## src/rtl/vga_plot_arbiter.sv

```systemverilog
// Round-robin sharing of one registered pixel-plot port among N_REQ drawing engines,
// plus a full-frame clear sequencer emitting one pixel per clock in row-major order.
module vga_plot_arbiter #(
  parameter int N_REQ = 4,
  parameter int X_MAX = 160,
  parameter int Y_MAX = 120
) (
  input  logic                 CLOCK_50,
  input  logic                 Resetn,
  input  logic [N_REQ-1:0]     req,
  input  logic [8*N_REQ-1:0]   x_in,
  input  logic [7*N_REQ-1:0]   y_in,
  input  logic [3*N_REQ-1:0]   color_in,
  output logic [N_REQ-1:0]     gnt,
  input  logic                 clear_req,
  input  logic [2:0]           clear_color,
  output logic                 clear_busy,
  output logic [7:0]           VGA_X,
  output logic [6:0]           VGA_Y,
  output logic [2:0]           VGA_COLOR,
  output logic                 plot
);

  localparam int PW = (N_REQ > 1) ? $clog2(N_REQ) : 1;

  localparam logic [0:0] ST_ARB   = 1'b0;
  localparam logic [0:0] ST_CLEAR = 1'b1;

  localparam logic [7:0] X_LAST = 8'(X_MAX - 1);
  localparam logic [6:0] Y_LAST = 7'(Y_MAX - 1);
  localparam logic [8:0] X_LIM  = 9'(X_MAX);
  localparam logic [7:0] Y_LIM  = 8'(Y_MAX);

  logic [0:0]       state_q, state_d;
  logic [PW-1:0]    ptr_q, ptr_d;
  logic [N_REQ-1:0] gnt_q, gnt_d;
  logic             plot_q, plot_d;
  logic             busy_q, busy_d;
  logic [7:0]       vx_q, vx_d;
  logic [6:0]       vy_q, vy_d;
  logic [2:0]       vc_q, vc_d;
  logic [7:0]       cx_q, cx_d;
  logic [6:0]       cy_q, cy_d;
  logic [2:0]       ccol_q, ccol_d;

  logic [N_REQ-1:0] elig;
  logic             found;
  logic [PW-1:0]    win;
  logic [PW-1:0]    cand;
  logic [7:0]       win_x;
  logic [6:0]       win_y;
  logic [2:0]       win_c;
  logic             win_oob;

  // A requester granted last cycle is masked so it can update its data or drop req.
  always_comb begin
    elig  = req & ~gnt_q;
    found = 1'b0;
    win   = '0;
    cand  = '0;
    for (int k = 0; k < N_REQ; k++) begin
      cand = PW'((int'(ptr_q) + k) % N_REQ);
      if (!found && elig[cand]) begin
        found = 1'b1;
        win   = cand;
      end
    end
  end

  always_comb begin
    win_x   = x_in[int'(win)*8 +: 8];
    win_y   = y_in[int'(win)*7 +: 7];
    win_c   = color_in[int'(win)*3 +: 3];
    win_oob = ({1'b0, win_x} >= X_LIM) || ({1'b0, win_y} >= Y_LIM);
  end

  always_comb begin
    state_d = state_q;
    ptr_d   = ptr_q;
    gnt_d   = '0;
    plot_d  = 1'b0;
    busy_d  = 1'b0;
    vx_d    = vx_q;
    vy_d    = vy_q;
    vc_d    = vc_q;
    cx_d    = cx_q;
    cy_d    = cy_q;
    ccol_d  = ccol_q;

    if (state_q == ST_CLEAR) begin
      plot_d = 1'b1;
      busy_d = 1'b1;
      vx_d   = cx_q;
      vy_d   = cy_q;
      vc_d   = ccol_q;
      // Leaving on the last pixel lets the next edge arbitrate with no idle gap.
      if (cx_q == X_LAST) begin
        cx_d = '0;
        if (cy_q == Y_LAST) begin
          cy_d    = '0;
          state_d = ST_ARB;
        end else begin
          cy_d = cy_q + 7'd1;
        end
      end else begin
        cx_d = cx_q + 8'd1;
      end
    end else if (clear_req) begin
      ccol_d  = clear_color;
      state_d = ST_CLEAR;
      plot_d  = 1'b1;
      busy_d  = 1'b1;
      vx_d    = '0;
      vy_d    = '0;
      vc_d    = clear_color;
      cx_d    = 8'd1;
      cy_d    = '0;
    end else if (found) begin
      gnt_d[win] = 1'b1;
      plot_d     = !win_oob;
      vx_d       = win_x;
      vy_d       = win_y;
      vc_d       = win_c;
      ptr_d      = (win == PW'(N_REQ - 1)) ? '0 : win + 1'b1;
    end
  end

  always_ff @(posedge CLOCK_50 or negedge Resetn) begin
    if (!Resetn) begin
      state_q <= ST_ARB;
      ptr_q   <= '0;
      gnt_q   <= '0;
      plot_q  <= 1'b0;
      busy_q  <= 1'b0;
      vx_q    <= '0;
      vy_q    <= '0;
      vc_q    <= '0;
      cx_q    <= '0;
      cy_q    <= '0;
      ccol_q  <= '0;
    end else begin
      state_q <= state_d;
      ptr_q   <= ptr_d;
      gnt_q   <= gnt_d;
      plot_q  <= plot_d;
      busy_q  <= busy_d;
      vx_q    <= vx_d;
      vy_q    <= vy_d;
      vc_q    <= vc_d;
      cx_q    <= cx_d;
      cy_q    <= cy_d;
      ccol_q  <= ccol_d;
    end
  end

  assign gnt        = gnt_q;
  assign plot       = plot_q;
  assign clear_busy = busy_q;
  assign VGA_X      = vx_q;
  assign VGA_Y      = vy_q;
  assign VGA_COLOR  = vc_q;

endmodule
```

## config.mk

```make
export PLATFORM = sky130hd
export DESIGN_NAME = vga_plot_arbiter
export DESIGN_NICKNAME = d
export VERILOG_FILES = /design/src/rtl/vga_plot_arbiter.sv
export SDC_FILE = /design/constraint.sdc
export NUM_CORES = 1
export LEC_CHECK = 0
export BUFFER_PORTS_ARGS = -buffer_cell sky130_fd_sc_hd__buf_2
export CAP_MARGIN = 20
export CORE_MARGIN = 3
export CORE_UTILIZATION = 54
export DETAILED_ROUTE_END_ITERATION = 10
export PLACE_DENSITY_LB_ADDON = 0.3
export SYNTH_ARGS = -nofsm -noshare
export SYNTH_HDL_FRONTEND = slang
export SYNTH_SLANG_ARGS = --single-unit
```

## constraint.sdc

```tcl
create_clock -name CLOCK_50 -period 5.87 [get_ports CLOCK_50]
set_clock_uncertainty 0.05 [all_clocks]
set_input_delay 0.2935 -clock CLOCK_50 [delete_from_list [all_inputs] [get_ports CLOCK_50]]
set_output_delay 0.2935 -clock CLOCK_50 [all_outputs]
set_load 0.01 [all_outputs]
```

Yosys cells after proc, flatten, opt, wreduce, memory -nomap -nowiden. Index checks and enable logic that the tools add are counted.

Add/sub/neg operators: 6. Multipliers: 2. Magnitude comparators: 8. Eq/ne operators: 4. Shift operators: 3. Muxes and demuxes: 46. Bitwise operators: 4. Reductions and logical operators: 14.

Operators by type and width (count): 2-to-1 mux 7 bit (7); 2-to-1 mux 8 bit (6); variable part select 32 x 6 -> 8 bit (1); variable part select 28 x 6 -> 7 bit (1); 2-to-1 mux 1 bit (17); less-than comparator 2 x 3 -> 1 bit, second input constant (5); 2-to-1 mux 4 bit (3); variable part select 12 x 5 -> 3 bit (1); 2-to-1 mux 2 bit (5); 2-to-1 mux 3 bit (3); adder 8 x 1 -> 8 bit, second input constant (1); binary-select mux 1 bit (select 2 bit) (4); == test 8 bit, second input constant (1); greater-or-equal comparator 8 bit, second input constant (1); adder 7 x 1 -> 7 bit, second input constant (1); == test 7 bit, second input constant (1); greater-or-equal comparator 7 bit, second input constant (1); multiplier 2 x 3 -> 5 bit, second input constant (1); adder 2 x 1 -> 2 bit, second input constant (2); adder 2 bit, second input constant (2); bitwise AND 4 bit (1); logical AND 1 bit (4); zero test 1 bit (4); multiplier 2 x 2 -> 4 bit, second input constant (1); 11 further kinds (13).

Bits in registers: 45. Output and inout bits: 24. Logic and storage cells: 98.

Longest topological paths before layout. Gate-level depths: netlist of run 1.

Depth in word-level cells: 22. Gate-level depth with buffers: 8.

Least setup slack after synthesis of run 1. Ideal clock, no wire load.

Kind: register to register. From: reg gnt_q[3] (netlist: gnt[3]). To: reg vc_q[0] (netlist: VGA_COLOR[0]). Arrival: 1.838 ns. Slack: 3.908 ns. Stages on the path, launching flop included: 7. Path buffers: 1. Cell sequence: dfrtp_1 > and2b_1 > o21ai_0 > a221oi_4 > buf_2 > mux2_2 > a21oi_2.

Cells in the longest elaborated chain, start to end: 19. Elaborated cells between the ends (all ways): 30. Classes of those cells: 1 x mul; 1 x shift; 19 x mux; 2 x bitwise; 7 x reduce/logical.

RTL lines: start, declared (line 36) `logic [N_REQ-1:0] gnt_q, gnt_d;`; start signal, assigned (line 144) `gnt_q <= gnt_d;`; inverter 4 bit * (line 57) `elig = req & ~gnt_q;`; bitwise AND 4 bit * (line 57); binary-select mux 1 bit (select 2 bit) (line 63) `if (!found && elig[cand]) begin`; 2-to-1 mux 1 bit (implied by the code) (line 63); 2-to-1 mux 1 bit (line 63); zero test 1 bit (line 63); logical AND 1 bit (line 63); 2-to-1 mux 1 bit (line 63); (+3 left out); zero test 1 bit (line 63); logical AND 1 bit (line 63); 2-to-1 mux 2 bit (line 63); multiplier 2 x 2 -> 4 bit (line 73) `win_c = color_in[int'(win)*3 +: 3];`; variable part select 12 x 5 -> 3 bit (line 73); 2-to-1 mux 3 bit (line 118) `end else if (found) begin`; 2-to-1 mux 3 bit (line 108) `end else if (clear_req) begin`; 2-to-1 mux 3 bit (line 90) `if (state_q == ST_CLEAR) begin`; end signal, assigned (line 149) `vc_q <= vc_d;`; end, declared (line 41) `logic [2:0] vc_q, vc_d;`.

Every way passes the cells marked *; elsewhere a longest branch is shown, timed or not. The select of a mux whose other input is x is not followed. A chain may end at the register's enable or synchronous reset.

Final worst setup path of run 1.
From: reg gnt_q[3] (netlist: gnt[3]). To: reg vx_q[0] (netlist: VGA_X[0]).

Cells in the longest elaborated chain, start to end: 18. Elaborated cells between the ends (all ways): 29. Classes of those cells: 1 x shift; 19 x mux; 2 x bitwise; 7 x reduce/logical.

RTL lines: inverter 4 bit * (line 57); bitwise AND 4 bit * (line 57); binary-select mux 1 bit (select 2 bit) (line 63); 2-to-1 mux 1 bit (implied by the code) (line 63); 2-to-1 mux 1 bit (line 63); zero test 1 bit (line 63); logical AND 1 bit (line 63); 2-to-1 mux 1 bit (line 63); (+2 left out); 2-to-1 mux 1 bit (line 63); zero test 1 bit (line 63); logical AND 1 bit (line 63); 2-to-1 mux 2 bit (line 63); variable part select 32 x 6 -> 8 bit (line 71) `win_x = x_in[int'(win)*8 +: 8];`; 2-to-1 mux 8 bit (line 118); 2-to-1 mux 8 bit (line 108); 2-to-1 mux 8 bit (line 90); end signal, assigned (line 147) `vx_q <= vx_d;`; end, declared (line 39) `logic [7:0] vx_q, vx_d;`.

Marks and branches as above.

==> metrics.md, run 1 <==
| Metric | Value |
|---|---|
| Status | finished, final reports clean |
| Sw Share | 0.335 |
| Final setup violating endpoints | 0 |
| Async SR Flop Fraction | 1.00 |
| Most frequent cells in the layout | 105 x buf_2, 45 x dfrtp_1, 40 x mux2i_1 |
| Postcts setup bufs | 0 |
| Clock Path Buffers | 2 |
| Leading area contributor after synthesis | dfrtp_1 |
| CP endpoint kind | register |
| Worst Tran Pin Value | 1.13 ns |
| YS warnings | 0 |
| Die width | about 81 µm |
| Antenna Cells | 0 |
| Crit start category | register |
| Max H-tree Level | 2 |
| Most common cell after layout, fill and taps aside | buf_2 |
| 1st-iter DRT viols | about 210 |
| Hpwl dp | 5630 µm |
| Total track usage | 0.234 |
| Placed insts | 441 |
| Top FF cell, synth | dfrtp_1 |
| Seq pwr share | 0.430 |
| Synth top area cells | dfrtp_1 37%, mux2i_1 13%, mux2_2 7.9%, a22o_1 4.1%, a32oi_1 4.1% |
| # IOs | approximately 110 |
| WP data required | roughly 6 ns |
| Final Hold Vio Count | 0 |
| Die H | about 81 µm |
| Power Dens Cells | between 200 and 300 nW/µm² |
| Clk pwr share | 0.219 |
| Final Critical Period | approximately 2.5 ns |
| Post-synth EDFFs | 0 |
| CP endpoint | VGA_X[0] |
| R2R depth | 5 |
| Die ar. | 6500 µm² |
| Number of max-cap violations | 0 |
| Pwr Total | ~1.0 mW |
| CP top delay family | compound AO/OA/AOI/OAI gates |
| Detailed-route DRC error count | 0 |
| ANT nets after route | 0 |
| Crit-path cells | and2b_1, o21ai_0, a221oi_4, mux2_2, a211oi_1 |
| Syn Inst Count | approximately 290 |
| First-pass GRT wire length | 11800 µm |
| Routability cong. | between 0.8 and 0.9 |
| Drt wl/cell | 16.7 µm |
| Resized Gates After CTS | 0 |
| Worst Path Buf+Inv | 0 |
| Nets@finish | 468 |
| Critical Path AT | around 2.7 ns |
| Final wirelength | between 7000 and 8000 µm |
| Setup CP Type | reg -> reg |
| Hold buffer count at cts | 0 |
| Drt pass-1 iters | 4 |
| VDD IR-drop max | around 0.14 mV |
| Max Clock Freq | between 300 and 400 MHz |
| Count of cell types in the netlist | between 40 and 50 |
| Core area | 5240 µm² |
| CTS Buf Count | 5 |
| Port Buffers | about 110 |
| RSZ-0062 raised after global routing | no |
| CTS tree | yes |
| Vias | approximately 2.6k |
| Sw Pwr | approximately 0.34 mW |
| Worst R2R End | VGA_X[0] |
| Tcrit/Tclk final | 0.430 |
| Rows | 26 |
| Mapped Area | 3010 µm² |
| Reg2reg setup slack | 3.35 ns |
| Internal Power | between 0.6 and 0.7 mW |
| Sink Count | 45 |
| Levels on crit path | 5 |
| TNS Setup | 0 ns |
| Slew margin rel. | 0.248 |
| Initial antenna violation count | 0 |
| P&R area growth vs syn | 20.6% |
| CP max stage cell | a221oi_4 |
| Crit path max fanout | 24 |
| Root buffer cell | clkbuf_8 |
| Number of global-route vias before repair | 2478 |
| Post-Syn Nets | roughly 370 |
| Critical path origin | gnt[3] |
| Worst path max stage delay | 0.93 ns |
| CTS clk-pin slew, worst paths | ~0.080 ns |
| Gr ovfl total | 0 |
| Yosys reg bits | 45 |
| Largest net degree at the start of global routing | 46 |
| P_leak | 1.73 nW |
| Slew Limit Fails | 0 |
| Starting density of the core | 0.574 |
| Final cell count without fillers | 450 |
| Vias per std cell | around 5.9 |
| Synth top area share | 0.374 |
| Min-delay worst type | in -> async |
| Reg2reg start | gnt[3] |
| Sequential area share after synthesis | 0.374 |
| Combinational power share | 0.351 |
| Worst skew pair latency | 0.29 ns |
| Share of post-route cells with drive strength above 1 | 0.405 |
| Avg Cell Area, Syn | around 11 µm² |
[per-layer routing]
metal  global-route usage  share of wire  up-vias  routed length [µm]
li1                     -              -     1276                   -
met1                0.320           0.43     1267                3200
met2                0.390           0.49       96                3690
met3               0.0426          0.081        2                 610
met4               0.0405         0.0033        0                  25
met5                    0              0        -                   0
[cells in the mapped netlist (all sizes together), types with 2 or more instances]
cell type	instances
dfrtp	45
mux2i	40
o21ai	30
mux2	21
nand2	18
a22o	14
a32oi	14
clkbuf	13
a21oi	8
buf	8
nand4	8
nor2	8
ha	6
nand3	5
and2	4
inv	4
nand2b	4
o31ai	4
a31oi	3
nor2b	3
o22ai	3
and2b	2
and3	2
nor3	2
nor4	2
xnor2	2
xor2	2
[registers in the layout (all words and copies together) (netlist names)]
| register | cells |
|---|---|
| VGA_X | 8 |
| plot | 1 |
| gnt | 4 |
| clear_busy | 1 |
| state_q | 1 |
| VGA_Y | 7 |
| VGA_COLOR | 3 |
| cx_q | 8 |
| cy_q | 7 |
| ptr_q | 2 |
| ccol_q | 3 |
[layout make-up]
type	instances	area, µm²
Inverter	4	15.0
Tap cell	70	87.6
Clock buffer	5	68.8
Timing Repair Buffer	108	581
Clock inverter	2	35.0
Sequential cell	45	1130
Multi-Input combinational cell	216	1720
Fill cell	414	1610
[worst min-delay path by stage]
stage,depth (start not counted),to,from
6_report,1,VGA_Y[2],Resetn
3_3_place_gp,1,ccol_q[0],ccol_q[0]
5_1_grt,1,VGA_Y[2],Resetn
3_5_place_dp,1,VGA_Y[2],Resetn
4_1_cts,1,VGA_Y[2],Resetn
2_1_floorplan,0,VGA_COLOR[0],Resetn
[cells by family after synthesis]
logic type                 Yosys count  share of synthesized area
AOI/OAI and AO/OA                   83                      0.205
xor gates and xnor gates             4                     0.0116
adders and majority gates            6                     0.0250
buffers and inverters               25                     0.0566
DFF                                 45                      0.374
muxes                               61                      0.212
and+or+nand+nor                     62                      0.116
[power groups by stage]
| stage | Sequential, mW | Clock, mW | Combinational (mW) |
|---|---|---|---|
| after CTS | 0.441 | 0.228 | 0.360 |
| after floorplan | 0.433 | 0 | 0.274 |
| final | 0.442 | 0.225 | 0.360 |
| after detailed placement | 0.447 | 0 | 0.357 |
| after global routing | 0.451 | 0.246 | 0.398 |
| after global placement | 0.445 | 0 | 0.346 |
[metrics by stage]
step / worst slack [ns] / area (µm²) / util / hold slack [ns]
2_1_floorplan: 3.91 / 3010 / - / -0.0521
3_3_place_gp: 3.29 / 3480 / 0.664 / 0.442
3_5_place_dp: 3.20 / 3480 / 0.664 / 0.451
4_1_cts: 3.18 / 3580 / 0.684 / 0.129
5_1_grt: 3.11 / 3630 / 0.693 / 0.159
6_report: 3.35 / 3630 / 0.693 / 0.104
Note: power is estimated with default switching activity, not from simulation.
==> inputs of run 2 (changes only) <==
Settings changed: CORE_UTILIZATION 54 to 50.
Clock period 5.87 ns to 2.55 ns, I/O delays scaled along.
==> run 2 against run 1 <==
Wire length rose by 2.6%. Hold slack lost 0.070 ns. Design area up 1.1%. Clock-buffer cell count is 2 higher. Utilization is 4.6 points lower. Sequential cell count unchanged. Critical path depth grew 2. Combinational power rose by 140%. Critical path type unchanged. Critical endpoint is now VGA_COLOR[2]. Largest power group unchanged.
==> metrics.md, run 2 (synthesized netlist as in run 1, its figures left out) <==
| Metric | Value |
|---|---|
| CTS clk-pin slew, worst paths | 0.08 ns (about the same) |
| R2R depth | 7 (was 5) |
| Hold Startpoint | clear_color[2] |
| Sw Pwr | 0.797 mW (was 0.343 mW) |
| Die width | 83.6 µm (was 80.6 µm) |
| Vias per std cell | 5.94 (was 5.87) |
| Share of post-route cells with drive strength above 1 | 0.413 (was 0.405) |
| Most common cell after layout, fill and taps aside | buf_2 (unchanged) |
| Crit start category | register (unchanged) |
| Detailed-route DRC error count | 0 (unchanged) |
| CP max stage cell | o22a_2 (was a221oi_4) |
| Crit path max fanout | 21 (was 24) |
| Seq pwr share | 0.434 (was 0.430) |
| Worst skew pair latency | 0.29 ns (about the same) |
| Max Clock Freq | 433 MHz (was 396 MHz) |
| Number of global-route vias before repair | 2546 (was 2478) |
| CP endpoint kind | register (unchanged) |
| ANT nets after route | 0 (unchanged) |
| Tcrit/Tclk final | 0.906 (was 0.430) |
| WHS Path Cells | 2 |
| First-pass GRT wire length | 12800 µm (was 11800 µm) |
| Crit-path cells | and3b_4, nor3_1, o22a_2, buf_4, mux2i_1, mux2_2, a21oi_2 (was and2b_1, o21ai_0, a221oi_4, mux2_2, a211oi_1) |
| WP data required | 2.72 ns (was 6.02 ns) |
| Internal Power | 1.54 mW (was 0.683 mW) |
| Total track usage | 0.219 (was 0.234) |
| Die H | 83.6 µm (was 80.6 µm) |
| Routability cong. | 0.863 (was 0.814) |
| Number of max-cap violations | 0 (unchanged) |
| P&R area growth vs syn | 22.0% (was 20.6%) |
| Worst path max stage delay | 0.57 ns (was 0.93 ns) |
| Slew Limit Fails | 0 (unchanged) |
| Die ar. | 6980 µm² (was 6500 µm²) |
| Final wirelength | 7730 µm (was 7530 µm) |
| Hpwl dp | 5850 µm (was 5630 µm) |
| Clk pwr share | 0.203 (was 0.219) |
| RSZ-0062 raised after global routing | no (unchanged) |
| Min-delay worst type | in -> reg (was in -> async) |
| Power Dens Cells | 638 nW/µm² (was 283 nW/µm²) |
| Largest net degree at the start of global routing | 46 (unchanged) |
| Reg2reg setup slack | 0.24 ns (was 3.35 ns) |
| Combinational power share | 0.362 (was 0.351) |
| 1st-iter DRT viols | 268 (was 212) |
| Sw Share | 0.340 (was 0.335) |
| Antenna Cells | 0 (unchanged) |
| Worst R2R End | VGA_COLOR[2] (was VGA_X[0]) |
| Setup CP Type | reg -> reg (unchanged) |
| Starting density of the core | 0.530 (was 0.574) |
| P_leak | 1.75 nW (was 1.73 nW) |
| TNS Setup | 0 ns (unchanged) |
| Worst Path Buf+Inv | 1 (was 0) |
| Sink Count | 45 (unchanged) |
| Vias | 2728 (was 2641) |
| Rows | 27 (was 26) |
| Port Buffers | 105 (unchanged) |
| Most frequent cells in the layout | 105 x buf_2, 45 x dfrtp_1, 40 x mux2i_1 (unchanged) |
| Clock Path Buffers | 2 (unchanged) |
| Hold endpoint | ccol_q[2] |
| # IOs | 106 (unchanged) |
| Final setup violating endpoints | 0 (unchanged) |
| Max H-tree Level | 2 (unchanged) |
| CTS tree | yes (unchanged) |
| Postcts setup bufs | 0 (unchanged) |
| CTS Buf Count | 5 (unchanged) |
| Status | finished, final reports clean (unchanged) |
| Drt pass-1 iters | 4 (unchanged) |
| Fill cells | 454 (was 414) |
| Post-route cell area | 3670 µm² (was 3630 µm²) |
| Drt wl/cell | 16.8 µm (was 16.7 µm) |
| Core area | 5680 µm² (was 5240 µm²) |
| Root buffer cell | clkbuf_8 (unchanged) |
| Critical Path AT | 2.48 ns (was 2.68 ns) |
| Nets@finish | 474 (was 468) |
| VDD IR-drop max | 0.267 mV (was 0.137 mV) |
| Reg2reg start | ptr_q[1] (was gnt[3]) |
| Final Hold Vio Count | 0 (unchanged) |
| Worst Tran Pin Value | 0.658 ns (was 1.13 ns) |
| CP top delay family | compound AO/OA/AOI/OAI gates (unchanged) |
| Initial antenna violation count | 0 (unchanged) |
| Placed Area | 3540 µm² (was 3480 µm²) |
| Final Critical Period | 2.31 ns (was 2.52 ns) |
| Gr ovfl total | 0 (unchanged) |
| Slew margin rel. | 0.561 (was 0.248) |
-- run 2: changes by cell type in the layout (fill, tap and decap cells not counted) --
cell           delta
buf_12            +1
buf_16            -1
buf_4             +5
bufinv_16         -1
clkbuf_8          +2
dlygate4sd3_1     +1
-- run 2: power groups by stage --
stage	Clock (mW)	Sequential (mW)	Combinational, mW
finish	0.476	1.02	0.848
global route	0.523	1.04	0.928
CTS	0.482	1.01	0.848
detailed placement	0	1.03	0.842
global placement	0	1.02	0.820
floorplan	0	0.998	0.630
-- run 2: layout make-up --
type	instances	area [µm²]	area share
multi-input cells	216	1720	0.468
clock inverters	1	5.00	0.00136
flip-flops and latches	45	1130	0.307
clock buffers	7	96.3	0.0263
well taps	72	90.1	0.0246
repair buffers	114	621	0.169
inverters	4	15.0	0.00409
-- run 2: per-stage QoR --
stage	util	setup WS, ns	cells	power, mW	hold WS (ns)
detailed placement	0.623	0.274	449	1.87	0.284
CTS	0.643	0.250	458	2.34	0.0294
global route	0.646	0.111	459	2.49	0.0204
finish	0.646	0.239	459	2.34	0.0341
floorplan	-	0.588	286	1.63	-0.218
global placement	0.623	0.342	449	1.84	0.289
-- run 2: routing by layer --
metal,wire length (µm),vias to the layer above,share of wire,track usage
met5,0,-,0,0
met2,3660,110,0.47,0.351
met4,79,0,0.010,0.0497
li1,-,1291,-,-
met3,536,9,0.069,0.0424
met1,3460,1318,0.45,0.306
-- run 2: worst max-delay path by stage --
| stage | slack (ns) | from | end | cells past startpoint |
|---|---|---|---|---|
| global route | 0.11 | ptr_q[1] | VGA_COLOR[2] | 7 |
| detailed placement | 0.27 | ptr_q[1] | VGA_COLOR[2] | 7 |
| finish | 0.24 | ptr_q[1] | VGA_COLOR[2] | 7 |
| global placement | 0.34 | gnt[3] | VGA_Y[5] | 6 |
| floorplan | 0.59 | gnt[3] | VGA_COLOR[0] | 6 |
| CTS | 0.25 | ptr_q[1] | VGA_COLOR[2] | 7 |
-- run 2: what timing repair did --
action	4_1_cts	5_1_grt
hold buffers	1	0
resized for setup	0	0
hold endpoints to repair	45	0
-- run 2: worst reg2reg max path: stages (launching register included) --
cell and delay, ns:
dfrtp_1 0.43, and3b_4 0.23, nor3_1 0.17, o22a_2 0.57, buf_4 0.30, mux2i_1 0.09
mux2_2 0.27, a21oi_2 0.12
==> inputs of run 3 (changes only) <==
Settings changed: CELL_PAD_IN_SITES_DETAIL_PLACEMENT set to 1, CELL_PAD_IN_SITES_GLOBAL_PLACEMENT set to 2, CORE_UTILIZATION 50 to 30, MAX_ROUTING_LAYER set to met4.
==> run 3 against run 2 <==
First-iteration DRC count is 74% lower. Sequential cell count did not move. Hold slack got worse by 0.013 ns. Utilization is 25 points lower. Sequential share of layout area shrank 0.62 points. Die area grew 61%. Clock-buffer cell count shrank 1. Critical path type unchanged. Largest power group unchanged. Highest routed layer unchanged.
==> metrics.md, run 3 (synthesized netlist as in run 1, its figures left out) <==
| Metric | Value |
|---|---|
| Status | finished, final reports clean (unchanged) |
| Detailed-route DRC error count | 0 (unchanged) |
| Root buffer cell | clkbuf_8 (unchanged) |
| CTS clk-pin slew, worst paths | 0.09 ns (was 0.08 ns) |
| Slew margin rel. | 0.590 (was 0.561) |
| Number of global-route vias before repair | 2843 (was 2546) |
| Max H-tree Level | 2 (unchanged) |
| VDD IR-drop max | 0.381 mV (was 0.267 mV) |
| Critical path origin | ptr_q[1] (unchanged) |
| Initial antenna violation count | 0 (unchanged) |
| Hpwl dp | 6660 µm (was 5850 µm) |
| WHS | 0.0212 ns (was 0.0341 ns) |
| Min-delay worst type | in -> reg (unchanged) |
| Largest net degree at the start of global routing | 46 (unchanged) |
| Final wirelength | 8730 µm (was 7730 µm) |
| Starting density of the core | 0.317 (was 0.530) |
| Drt wl/cell | 16.8 µm (about the same) |
| Crit-path cells | and3b_4, nor3_1, o22a_2, buf_4, mux2i_1, mux2_2, a21oi_2 (unchanged) |
| Rows | 35 (was 27) |
| Reg2reg setup slack | 0.32 ns (was 0.24 ns) |
| 1st-iter DRT viols | 69 (was 268) |
| CP top delay family | compound AO/OA/AOI/OAI gates (unchanged) |
| CTS tree | yes (unchanged) |
| Power Dens Cells | 618 nW/µm² (was 638 nW/µm²) |
| Die width | 106 µm (was 83.6 µm) |
| WP data required | 2.70 ns (was 2.72 ns) |
| P&R area growth vs syn | 24.5% (was 22.0%) |
| Worst R2R End | VGA_COLOR[1] (was VGA_COLOR[2]) |
| Final Hold Vio Count | 0 (unchanged) |
| Slew Limit Fails | 0 (unchanged) |
| Most frequent cells in the layout | 105 x buf_2, 45 x dfrtp_1, 40 x mux2i_1 (unchanged) |
| Max Clock Freq | 449 MHz (was 433 MHz) |
| Die H | 106 µm (was 83.6 µm) |
| RSZ-0062 raised after global routing | no (unchanged) |
| Nets@finish | 476 (was 474) |
| Reg2reg start | ptr_q[1] (unchanged) |
| Total track usage | 0.157 (was 0.219) |
| Post-route setup slack | 0.321 ns (was 0.239 ns) |
| TNS Setup | 0 ns (unchanged) |
| Final setup violating endpoints | 0 (unchanged) |
| Most common cell after layout, fill and taps aside | buf_2 (unchanged) |
| # IOs | 106 (unchanged) |
| Clock Path Buffers | 2 (unchanged) |
| Levels on crit path | 7 (unchanged) |
| Sink Count | 45 (unchanged) |
| Reg area | 1130 µm² (unchanged) |
| Share of post-route cells with drive strength above 1 | 0.414 (was 0.413) |
| Core area | 9500 µm² (was 5680 µm²) |
| Worst path max stage delay | 0.51 ns (was 0.57 ns) |
| Postcts setup bufs | 0 (unchanged) |
| CP endpoint kind | register (unchanged) |
| Worst Tran Pin Value | 0.616 ns (was 0.658 ns) |
| Antenna Cells | 0 (unchanged) |
| Worst Path Buf+Inv | 1 (unchanged) |
| ANT nets after route | 0 (unchanged) |
| Worst skew pair latency | 0.30 ns (was 0.29 ns) |
| Drt pass-1 iters | 4 (unchanged) |
| First-pass GRT wire length | 14000 µm (was 12800 µm) |
| Critical Path AT | 2.38 ns (was 2.48 ns) |
| Crit start category | register (unchanged) |
| Fill cells | 1138 (was 454) |
| CTS Buf Count | 5 (unchanged) |
| P_leak | 1.75 nW (about the same) |
| Number of max-cap violations | 0 (unchanged) |
| Multi-input gate area | 1720 µm² (unchanged) |
| Final Critical Period | 2.23 ns (was 2.31 ns) |
| CP endpoint | VGA_COLOR[1] (was VGA_COLOR[2]) |
| Die ar. | 11300 µm² (was 6980 µm²) |
| Port Buffers | 105 (unchanged) |
| Crit path max fanout | 18 (was 21) |
| Gr ovfl total | 0 (unchanged) |
| Vias per std cell | 5.16 (was 5.94) |
| Vias | 2673 (was 2728) |
| R2R depth | 7 (unchanged) |
| Setup CP Type | reg -> reg (unchanged) |
| Tcrit/Tclk final | 0.874 (was 0.906) |
| CP max stage cell | o22a_2 (unchanged) |
| Routability cong. | 0.789 (was 0.863) |
| Pre-CTS setup slack | 0.305 ns (was 0.274 ns) |
==> run 3: cell count changes in the layout (fill, tap and decap cells not counted) <==
| cell | previous run | this run |
|---|---|---|
| buf_4 | 6 | 8 |
| buf_16 | 0 | 1 |
| clkbuf_1 | 0 | 1 |
| buf_12 | 2 | 1 |
| clkinv_2 | 1 | 2 |
| clkbuf_8 | 7 | 5 |
==> run 3: layout make-up <==
type,instances,share of cell area
Tap cell,129,0.0431
Multi-Input combinational cell,216,0.458
Inverter,4,0.00401
Timing Repair Buffer,116,0.172
Clock buffer,6,0.0194
Clock inverter,2,0.00267
Sequential cell,45,0.301
==> run 3: worst min path at each step <==
| stage | startpoint | to | slack (ns) | cells past startpoint |
|---|---|---|---|---|
| after CTS | Resetn | VGA_COLOR[0] | 0.0002 | 1 |
| after global routing | clear_color[0] | ccol_q[0] | 0.01 | 2 |
| after detailed placement | Resetn | gnt[2] | 0.34 | 1 |
| after floorplan | Resetn | VGA_COLOR[0] | -0.22 | 0 |
| after global placement | Resetn | gnt[1] | 0.33 | 1 |
| final | clear_color[0] | ccol_q[0] | 0.02 | 2 |
==> run 3: what timing repair did <==
| action | 4_1_cts | 5_1_grt |
|---|---|---|
| endpoints found under the hold margin | 0 | 23 |
| hold buffers | 0 | 1 |
| resized for setup | 0 | 0 |
==> run 3: worst reg2reg max path: stages (launching register included) <==
cell and delay (ns):
dfrtp_1 0.44, and3b_4 0.23, nor3_1 0.17, o22a_2 0.51, buf_4 0.29, mux2i_1 0.22, mux2_2 0.18, a21oi_2 0.04
==> run 3: through the flow <==
stage	util	total power [mW]	cell area, µm²	std cells
after CTS	0.390	2.35	3710	516
after detailed placement	0.381	1.90	3620	508
after global routing	0.394	2.49	3740	518
final	0.394	2.31	3740	518
after global placement	0.381	1.87	3620	508
after floorplan	-	1.63	3010	286
==> run 3: metal layers <==
layer  up-vias  global-route usage  wire, µm
met5         -                   -         0
met3         5              0.0298       440
met4         0              0.0333        59
met1      1309               0.183      3750
met2        71               0.281      4480
li1       1288                   -         -
==> run 3: power by group <==
group / switching [mW] / internal [mW]
combinational: 0.411 / 0.448
sequential: 0.159 / 0.854
clock: 0.249 / 0.191
